## src/rtl/prog_loader_if.sv

```systemverilog
// Byte-stream input and program-memory write port of the program loader.
// master drives the byte stream; slave is the loader itself.
interface prog_loader_if;
    logic [7:0] in_data;
    logic       in_valid;
    logic       in_ready;
    logic       mem_we;
    logic [9:0] mem_addr;
    logic [9:0] mem_wdata;

    modport master (
        output in_data, in_valid,
        input  in_ready, mem_we, mem_addr, mem_wdata
    );

    modport slave (
        input  in_data, in_valid,
        output in_ready, mem_we, mem_addr, mem_wdata
    );
endinterface

```

## src/rtl/prog_loader.sv

```systemverilog
// Program loader: parses SYNC/LEN/words/CSUM frames and writes 10-bit words to program memory.
// One WRITE cycle per word; in_ready drops during WRITE, DONE and ERR.
module prog_loader #(
    parameter logic [7:0] SYNC_BYTE   = 8'hA5,
    parameter int         TIMEOUT_CYC = 1000
) (
    input  logic         clk,
    input  logic         rst,
    input  logic         start,
    output logic         cpu_rst,
    output logic         load_done,
    output logic         load_err,
    prog_loader_if.slave bus
);

    localparam int CW = $clog2(TIMEOUT_CYC + 1);

    typedef enum logic [3:0] {
        S_IDLE, S_LEN_LO, S_LEN_HI, S_DATA_LO, S_DATA_HI,
        S_WRITE, S_CSUM, S_DONE, S_ERR
    } state_t;

    state_t          state, state_nxt;
    logic [9:0]      len;
    logic [9:0]      word;
    logic [9:0]      word_idx;
    logic [7:0]      csum;
    logic [CW-1:0]   idle_cnt;
    logic            xfer;
    logic            waiting;
    logic            timed_out;

    assign waiting   = (state == S_LEN_LO) || (state == S_LEN_HI) || (state == S_DATA_LO) ||
                       (state == S_DATA_HI) || (state == S_CSUM);
    assign xfer      = bus.in_valid && bus.in_ready;
    assign timed_out = waiting && !xfer && (idle_cnt == CW'(TIMEOUT_CYC - 1));

    assign bus.in_ready  = waiting || (state == S_IDLE);
    assign bus.mem_we    = (state == S_WRITE);
    assign bus.mem_addr  = (state == S_WRITE) ? word_idx : 10'd0;
    assign bus.mem_wdata = (state == S_WRITE) ? word : 10'd0;
    assign cpu_rst       = (state != S_DONE);
    assign load_done     = (state == S_DONE);
    assign load_err      = (state == S_ERR);

    always_ff @(posedge clk) begin
        if (!rst) state <= S_IDLE;
        else      state <= state_nxt;
    end

    always_comb begin
        state_nxt = state;
        case (state)
            S_IDLE:    if (xfer && bus.in_data == SYNC_BYTE) state_nxt = S_LEN_LO;
            S_LEN_LO:  if (xfer) state_nxt = S_LEN_HI;
            S_LEN_HI: begin
                if (xfer) begin
                    if (bus.in_data[7:2] != 6'd0)                  state_nxt = S_ERR;
                    else if ({bus.in_data[1:0], len[7:0]} == 10'd0) state_nxt = S_CSUM;
                    else                                           state_nxt = S_DATA_LO;
                end
            end
            S_DATA_LO: if (xfer) state_nxt = S_DATA_HI;
            S_DATA_HI: begin
                if (xfer) state_nxt = (bus.in_data[7:2] != 6'd0) ? S_ERR : S_WRITE;
            end
            S_WRITE:   state_nxt = (word_idx == len - 10'd1) ? S_CSUM : S_DATA_LO;
            S_CSUM:    if (xfer) state_nxt = (bus.in_data == csum) ? S_DONE : S_ERR;
            S_DONE,
            S_ERR:     if (start) state_nxt = S_IDLE;
            default:   state_nxt = S_IDLE;
        endcase
        // An idle gap inside a frame overrides whatever the byte decode chose.
        if (timed_out) state_nxt = S_ERR;
    end

    always_ff @(posedge clk) begin
        if (!rst) begin
            len      <= 10'd0;
            word     <= 10'd0;
            word_idx <= 10'd0;
            csum     <= 8'd0;
            idle_cnt <= '0;
        end else begin
            if (waiting && !xfer) idle_cnt <= idle_cnt + CW'(1);
            else                  idle_cnt <= '0;

            case (state)
                S_IDLE: begin
                    word_idx <= 10'd0;
                    csum     <= 8'd0;
                end
                S_LEN_LO: if (xfer) begin
                    len[7:0] <= bus.in_data;
                    csum     <= csum + bus.in_data;
                end
                S_LEN_HI: if (xfer) begin
                    len[9:8] <= bus.in_data[1:0];
                    csum     <= csum + bus.in_data;
                end
                S_DATA_LO: if (xfer) begin
                    word[7:0] <= bus.in_data;
                    csum      <= csum + bus.in_data;
                end
                S_DATA_HI: if (xfer) begin
                    word[9:8] <= bus.in_data[1:0];
                    csum      <= csum + bus.in_data;
                end
                S_WRITE: word_idx <= word_idx + 10'd1;
                S_DONE,
                S_ERR: if (start) begin
                    word_idx <= 10'd0;
                    csum     <= 8'd0;
                end
                default: ;
            endcase
        end
    end

endmodule

```

## src/flat_wrapper.sv

```systemverilog
// flat-port wrapper written by rule: the top's interface ports become plain ports
module prog_loader_flat 
#(
    parameter logic [7:0] SYNC_BYTE   = 8'hA5,
    parameter int         TIMEOUT_CYC = 1000
)
  (clk, rst, start, cpu_rst, load_done, load_err, bus_in_data, bus_in_valid, bus_in_ready, bus_mem_we, bus_mem_addr, bus_mem_wdata);
  prog_loader_if bus_i ();
  input  logic clk;
  input  logic rst;
  input  logic start;
  output logic cpu_rst;
  output logic load_done;
  output logic load_err;
  input wire logic [$bits(bus_i.in_data)-1:0] bus_in_data;
  input wire logic [$bits(bus_i.in_valid)-1:0] bus_in_valid;
  output wire logic [$bits(bus_i.in_ready)-1:0] bus_in_ready;
  output wire logic [$bits(bus_i.mem_we)-1:0] bus_mem_we;
  output wire logic [$bits(bus_i.mem_addr)-1:0] bus_mem_addr;
  output wire logic [$bits(bus_i.mem_wdata)-1:0] bus_mem_wdata;
  assign bus_i.in_data = bus_in_data;
  assign bus_i.in_valid = bus_in_valid;
  assign bus_in_ready = bus_i.in_ready;
  assign bus_mem_we = bus_i.mem_we;
  assign bus_mem_addr = bus_i.mem_addr;
  assign bus_mem_wdata = bus_i.mem_wdata;
  prog_loader #(.SYNC_BYTE(SYNC_BYTE), .TIMEOUT_CYC(TIMEOUT_CYC)) u_core (.clk(clk), .rst(rst), .start(start), .cpu_rst(cpu_rst), .load_done(load_done), .load_err(load_err), .bus(bus_i));
endmodule
```

## config.mk

```make
export PLATFORM = sky130hd
export DESIGN_NAME = prog_loader_flat
export DESIGN_NICKNAME = d
export VERILOG_FILES = /design/src/rtl/prog_loader_if.sv /design/src/rtl/prog_loader.sv /design/src/flat_wrapper.sv
export SDC_FILE = /design/constraint.sdc
export NUM_CORES = 1
export LEC_CHECK = 0
export CAP_MARGIN = 20
export CORE_ASPECT_RATIO = 0.5
export CORE_UTILIZATION = 57
export DETAILED_ROUTE_END_ITERATION = 10
export PLACE_DENSITY = 0.81
export SLEW_MARGIN = 15
export SYNTH_ARGS = -nofsm -noshare
export SYNTH_HDL_FRONTEND = slang
export SYNTH_SLANG_ARGS = --single-unit
```

## constraint.sdc

```tcl
create_clock -name clk -period 2.7 [get_ports clk]
set_clock_uncertainty 0.05 [all_clocks]
set_input_delay 0.405 -clock clk [delete_from_list [all_inputs] [get_ports clk]]
set_output_delay 0.405 -clock clk [all_outputs]
set_load 0.03 [all_outputs]
```

After elaboration in Yosys (flattened, before gate mapping)
Cells that the tools add are included.
{"block": "op_classes", "addsub": 4, "eq_ne": 28, "muxes": 21, "bitwise_logic": 1, "n_reduce_logical": 27}
{"operator": "$mux 4", "n": 11}
{"operator": "$pmux 4 s8", "n": 1}
{"operator": "$mux 10", "n": 3}
{"operator": "$pmux 10 s3", "n": 1}
{"operator": "$pmux 8 s3", "n": 1}
{"operator": "$add 10x1->10 const B", "n": 2}
{"operator": "$eq 4x3->1 const B", "n": 4}
{"operator": "$mux 8", "n": 2}
{"operator": "$ne 3x1->1 const B", "n": 5}
{"operator": "$reduce_and 7->1", "n": 2}
{"operator": "$ne 2x1->1 const B", "n": 6}
{"operator": "$reduce_and 2->1", "n": 6}
{"operator": "$eq 10x10->1", "n": 1}
{"operator": "$eq 10x10->1 const B", "n": 1}
{"operator": "$logic_not 10->1", "n": 1}
{"operator": "$sub 10x1->10 const B", "n": 1}
{"operator": "$add 8x8->8", "n": 1}
{"operator": "$eq 4x2->1 const B", "n": 2}
{"operator": "$eq 8x8->1", "n": 1}
{"operator": "$eq 8x8->1 const B", "n": 1}
{"operator": "$mux 3", "n": 2}
{"operator": "$ne 3x2->1 const B", "n": 2}
{"operator": "$reduce_bool 3->1", "n": 2}
{"operator": "$reduce_bool 6->1", "n": 1}
{"operator": "other kinds (12)", "n": 21}
{"block": "totals", "register_bits": 52, "in_bits": 12, "out_inout_bits": 25, "wordCells": 90}

Logic depth before layout (Yosys ltp)
Gate-level depths: netlist of the first run.
{"block": "logic_depth", "depth_word": 12, "depth_mapped": 11}

Least setup slack after synthesis of the first run
OpenSTA, ideal clock, no wires.
{"block": "synth_path", "kind": "register to register", "from": "reg u_core.state[2]", "to": "reg u_core.csum[2]", "setup_time_ps": 115, "t_arrival_ps": 2115, "required_time_ps": 2535, "slack_ps": 421, "path_stages_with_launch": 12, "period_less_slack_ps": 2279, "cell_sequence": "dfxtp_1 -> buf_2 -> nor2b_1 -> clkbuf_1 -> nand3_1 -> inv_1 -> o21ai_0 -> o21a_1 -> buf_2 -> nand2_1 -> o21ai_0 -> and2_1"}
{"block": "synth_via", "word_cells_on_any_way": 21, "cone_classes": "eq/ne: 9; mux: 1; reduce/logical: 11"}
{"element": "start: declaration", "line_no": "prog_loader.sv:23", "rtl": "state_t state, state_nxt;"}
{"element": "start signal: assignment", "line_no": "prog_loader.sv:48", "rtl": "else state <= state_nxt;"}
{"element": "$eq 4x3->1 (*)"}
{"element": "named net load_done", "line_no": "flat_wrapper.sv:13", "rtl": "output logic load_done;"}
{"element": "$reduce_or 2->1 (*)", "line_no": "prog_loader.sv:88", "rtl": "case (state)"}
{"element": "$ne 2x2->1 (no line) / $reduce_bool 3->1 (equally long branches)"}
{"element": "$reduce_and 3->1 (no line)"}
{"element": "end signal: assignment", "line_no": "prog_loader.sv:95", "rtl": "csum <= csum + bus.in_data;"}
{"element": "end signal: assignment", "line_no": "prog_loader.sv:99", "rtl": "csum <= csum + bus.in_data;"}
{"element": "end signal: assignment", "line_no": "prog_loader.sv:103", "rtl": "csum <= csum + bus.in_data;"}
{"element": "end: declaration", "line_no": "prog_loader.sv:27", "rtl": "logic [7:0] csum;"}
The timed path passes the listed nets; every way through them passes the cells marked *.
A chain may end at the register's enable or synchronous reset.

Worst setup path after layout of the first run
{"block": "layout_path", "from": "reg u_core.state[2]", "to": "out load_err"}
{"block": "layout_via", "elab_chain_cells": 1}
{"element": "$eq 4x4->1", "line_no": "prog_loader.sv:44", "rtl": "assign load_err = (state == S_ERR);"}
{"element": "end: declaration", "line_no": "flat_wrapper.sv:14", "rtl": "output logic load_err;"}
Every way passes these cells.

==> results of run 1 <==
==> cells in the final DEF, fill, tap and decap left out, types with 7 or more instances in the layout <==
| master | count |
|---|---|
| xnor2_1 | 25 |
| and3_1 | 21 |
| a21oi_1 | 11 |
| nand3_1 | 19 |
| xor2_1 | 10 |
| nor2_1 | 42 |
| nor3_1 | 13 |
| clkdlybuf4s50_1 | 18 |
| dfxtp_1 | 52 |
| a22oi_1 | 7 |
| nand2b_1 | 8 |
| inv_1 | 12 |
| nand2_1 | 22 |
| o21ai_0 | 11 |
| nor2b_1 | 31 |
| ha_1 | 10 |
| buf_4 | 38 |
| mux2i_1 | 20 |
==> flip-flops by register name, summed over array words and instances (netlist names) <==
register and count:
u_core.csum 8, u_core.idle_cnt 10, u_core.len 10, u_core.state 4
u_core.word 10, u_core.word_idx 10
==> layer usage <==
| metal | global-route usage [%] | up-vias |
|---|---|---|
| li1 | - | 1474 |
| met1 | 38.9 | 1401 |
| met2 | 42.8 | 71 |
| met3 | 5.67 | 11 |
| met4 | 7.72 | 0 |
| met5 | 0 | - |
==> logic make-up (layout without fill, tap and decap cells) <==
kind of cell / after synthesis / in the layout / synth area share (%)
flip-flops: 52 / 52 / 31.9
XOR/XNOR: 35 / 35 / 9.39
AO/OA/AOI/OAI: 59 / 59 / 12.5
adder cells (fa/ha/maj): 11 / 11 / 4.44
multiplexers: 20 / 20 / 6.13
buffers and inverters: 35 / 76 / 4.75
AND/OR/NAND/NOR: 186 / 186 / 30.9
==> final timing paths <==
check,depth (start not counted),slack (ps),endpoint,startpoint
worst min-delay path,1,420,u_core.idle_cnt[0],u_core.idle_cnt[0]
worst max-delay path,4,220,load_err,u_core.state[2]
worst min register to register,1,420,u_core.idle_cnt[0],u_core.idle_cnt[0]
worst max register to register,8,370,u_core.state[2],u_core.len[0]
==> power breakdown <==
group	switching, mW	internal [mW]	leakage [nW]
registers	0.0844	0.824	0.420
clock network	0.284	0.370	0.0701
logic	0.566	0.443	1.07
total	0.934	1.64	1.56
==> area by class of cell <==
type                            count  share of cell area, %
Clock inverter                      1                  0.194
Tap cell                           73                   2.36
Sequential cell                    52                   27.0
Timing Repair Buffer               56                   12.1
Clock buffer                        7                   3.69
Inverter                           12                   1.17
Multi-Input combinational cell    311                   53.6
==> metrics.md, run 1 <==
| Metric | Value |
|---|---|
| Status | finished clean |
| Max-cap violation count | 0 |
| Count leader, synth | dfxtp_1 |
| # rows | 19 |
| Static leakage | 1.56 nW |
| Worst-margin pin slew | 561 ps |
| Clk slew on worst S/H paths | 70 ps |
| Period minus WS final | 2480 ps |
| Met1 wire length | 3720 um |
| PwrDens | 666 nW/um^2 |
| H-tree depth | 2 |
| # DRC | 0 |
| Synthesis-stage register bit count | 52 |
| Tightest Hold Check Type | flop to flop |
| Io pins | 37 |
| Final Core Density | 70.3% |
| Element type at the critical path end | output port |
| Placed instance area | 3710 um^2 |
| Power Total | 2.57 mW |
| Final period util | 92.0% |
| # setup viols final | 0 |
| Avg Cell Area, Syn | 8.21 um^2 |
| Maximum VDD drop | 327 uV |
| Worst path cell trace | buf_4, nor3_4, and2_1, clkdlybuf4s50_1 |
| Max_slew headroom | 62.2% |
| Post-cts resize count | 0 |
| Diode count | 0 |
| RSZ-0062 raised after global routing | no |
| WP data required | 2250 ps |
| Max Clk Rate | 402 MHz |
| Fin cells | 512 |
| Top routing layer in use | met4 |
| Synth top area cells | dfxtp_1, xnor2_1, mux2i_1 |
| Biggest cell delay along the critical path | 660 ps |
| Crit path launch type | flop |
| Share of layout cells above drive strength 1 | 12.1% |
| First-pass GRT wire length | 13000 um |
| Fillcell total | 412 |
| Crit path buffers/inverters | 2 |
| Hold WS | 420 ps |
| Die H | 55.5 um |
| Mapped cell area | 3270 um^2 |
| Root buffer cell | clkbuf_16 |
| Die ar. | 6050 um^2 |
| Clk sinks | 52 |
| Arrival @ worst endpoint | 2030 ps |
| Vias | 2957 |
| CP top delay family | buffers and inverters |
| Slowest library cell on the worst path | clkdlybuf4s50_1 |
| Synth warn | 0 |
| Top cells by count, synth | dfxtp_1, nor2_1, nor2b_1, xnor2_1, nand2_1 |
| Synthesized instance count | 398 |
| Placed cells | 504 |
| CTS tree | yes |
| Synth top area share | 31.9% |
| Maximum fanout along the worst path | 10 |
| Sequential share of the synthesized area | 31.9% |
| Final Routed Wirelength | 7770 um |
| EDFF count, synth | 0 |
| GR Overflow Total | 0 |
| Setup WS post-layout | 215 ps |
| Initial core utilization | 59.5% |
| Clk buf depth | 2 |
| Clock Latency Late Sink | 290 ps |
| Crit Path Class | flop to output port |
| Area Overhead vs Synth | 18.3% |
| DR pass1 iterations | 6 |
| DP HPWL | 5870 um |
| I/O Buffers | 36 |
| Vias in the first global route | 2688 |
| Number of DRC markers in iteration 0 | 133 |
| Register area | 1040 um^2 |
| Hold Buf Count CTS | 0 |
| Setup TNS | 0 ps |
| Multi-input logic area | 2070 um^2 |
| Metal3 WL | 389 um |
| Final Wtd Congestion | 0.866 |
| Core Region | 5490 um^2 |
| Fin nets | 461 |
| Worst slack, placed | 58.2 ps |
| Gr usage total | 27.6% |
| Ys flop type | dfxtp_1 |
| Setup bufs post-CTS | 0 |
| Post-Syn Nets | 421 |
| Vias per cell | 5.78 |
| Post-synth cell types | 58 |
| Final Hold Fails | 0 |
| Initial antenna violation count | 0 |
| Cell taking the most area after synthesis | dfxtp_1 |
| Avg WL per Cell | 15.2 um |
| Clock buffers created by TritonCTS | 5 |
| Routed length on met2 | 3560 um |
| Largest net degree at the start of global routing | 27 |
| Pins over their slew limit | 0 |
| Die Wd | 109 um |
| Post-DRT Antenna Nets | 0 |
| Final instance area | 3860 um^2 |
| Fraction of registers with async set/reset | 0% |
Note: power is estimated with default switching activity, not from simulation.
==> inputs of run 2 (changes only) <==
==> constraint.sdc (replaced) <==
create_clock -name clk -period 2.3 [get_ports clk]
set_clock_uncertainty 0.05 [all_clocks]
set_input_delay 0.345 -clock clk [delete_from_list [all_inputs] [get_ports clk]]
set_output_delay 0.345 -clock clk [all_outputs]
set_load 0.03 [all_outputs]
==> metrics.md, run 2 (synthesized netlist as in run 1, its figures left out) <==
| Metric | Value |
|---|---|
| Status | finished clean |
| First-pass GRT wire length | 13700 um |
| Diode count | 0 |
| Avg WL per Cell | 15.6 um |
| Maximum VDD drop | 414 uV |
| Die Wd | 109 um |
| Sw Ratio | 36.4% |
| Hold Buf Count CTS | 0 |
| Hold WS | 416 ps |
| Max Clk Rate | 447 MHz |
| Post-DRT Antenna Nets | 0 |
| DR pass1 iterations | 4 |
| Element type at the critical path end | flop |
| # DRC | 0 |
| Clock Latency Late Sink | 300 ps |
| Gr usage total | 29.2% |
| Vias | 3098 |
| DP HPWL | 6110 um |
| Io pins | 37 |
| Clk slew on worst S/H paths | 70 ps |
| Number of DRC markers in iteration 0 | 213 |
| Worst path cell trace | inv_1, ha_1, or4b_4, xnor2_1, a31o_1, a32oi_1, o21ai_1, a2111o_1, o21ai_1 |
| Die H | 55.5 um |
| Crit path buffers/inverters | 1 |
| Cell with the most instances on the worst path | o21ai_1 |
| Internal Dissipation | 2.02 mW |
| Largest net degree at the start of global routing | 19 |
| Fin cells | 537 |
| Crit path launch type | flop |
| # rows | 19 |
| Final instance area | 4120 um^2 |
| RSZ-0062 raised after global routing | yes |
| Biggest cell delay along the critical path | 510 ps |
| Area Overhead vs Synth | 26.2% |
| Max-cap violation count | 0 |
| Maximum fanout along the worst path | 4 |
| Vias per cell | 5.77 |
| Worst slack, placed | -291 ps |
| Final Core Density | 75.1% |
| Vias in the first global route | 2947 |
| Tightest Hold Check Type | flop to flop |
| Slowest library cell on the worst path | or4b_4 |
| H-tree depth | 2 |
| Final Wtd Congestion | 0.860 |
| Share of layout cells above drive strength 1 | 19.4% |
| Root buffer cell | clkbuf_16 |
| Comb pwr share | 42.0% |
| Clk sinks | 52 |
| PwrDens | 771 nW/um^2 |
| Clk buf depth | 2 |
| Initial antenna violation count | 0 |
| CTS tree | yes |
| Max_slew headroom | 66.5% |
| Static leakage | 1.78 nW |
| I/O Buffers | 36 |
| Placed cells | 527 |
| WP data required | 2480 ps |
| Net switching power figure | 1.16 mW |
| Placed instance area | 3880 um^2 |
| Clock buffers created by TritonCTS | 5 |
| Pins over their slew limit | 0 |
| Worst-margin pin slew | 501 ps |
| Arrival @ worst endpoint | 2420 ps |
| Setup WS post-layout | 64.4 ps |
| Crit Path Class | flop to flop |
| Fin nets | 486 |
| Core Region | 5490 um^2 |
| Most common cell after layout, fill and taps aside | buf_4 |
| Final period util | 97.2% |
| Commonest cells after routing, fill and taps aside | buf_4, dfxtp_1, nor2_1, nor2b_1, xnor2_1 |
| Period minus WS final | 2240 ps |
| GR Overflow Total | 0 |
| CP top delay family | compound AO/OA/AOI/OAI gates |
| Sequential share of power | 33.7% |
| Final Hold Fails | 0 |
| Clock power share | 24.3% |
| Initial core utilization | 59.5% |
| Final Routed Wirelength | 8360 um |
| Die ar. | 6050 um^2 |
| # setup viols final | 0 |
## run 2: repair_timing
action                     CTS  global route
gates resized for setup      3            16
buffers inserted             0             2
pin swaps                    0             6
setup endpoints to repair    6            11
## run 2: routing by layer
layer / wire length, um / track usage (%) / up-vias
met4: 60 / 8.11 / 0
met1: 3970 / 38.1 / 1493
met2: 3990 / 48.0 / 70
met5: 0 / 0 / -
met3: 343 / 7.08 / 6
li1: - / - / 1529
## run 2: layout make-up
| cell class | instances | area, um^2 |
|---|---|---|
| fillers | 406 | 1370 |
| inverters | 12 | 45.0 |
| flip-flops and latches | 52 | 1040 |
| repair buffers | 81 | 666 |
| clock inverters | 1 | 7.51 |
| multi-input cells | 311 | 2120 |
| clock buffers | 7 | 143 |
| well taps | 73 | 91.3 |
## run 2: path summary, 6_finish.rpt
check / start / endpoint / slack [ps] / depth (start not counted)
worst min-delay path: u_core.idle_cnt[0] / u_core.idle_cnt[0] / 420 / 1
worst max register to register: u_core.len[1] / u_core.state[0] / 60 / 9
worst max-delay path: u_core.len[1] / u_core.state[0] / 60 / 9
worst min register to register: u_core.idle_cnt[0] / u_core.idle_cnt[0] / 420 / 1
## run 2: power groups by stage
stage          clock network [mW]  registers (mW)  logic [mW]
6_report                    0.771            1.07        1.34
4_1_cts                     0.775            1.07        1.26
5_1_grt                     0.824            1.08        1.46
2_1_floorplan                   0            1.02       0.910
3_5_place_dp                    0            1.09        1.25
3_3_place_gp                    0            1.08        1.21
## run 2: per-stage QoR
step | TNS [ps] | total power, mW
after floorplan | 0 | 1.93
after global placement | -828 | 2.29
after detailed placement | -1110 | 2.34
after CTS | 0 | 3.10
after global routing | -197 | 3.36
final | 0 | 3.18
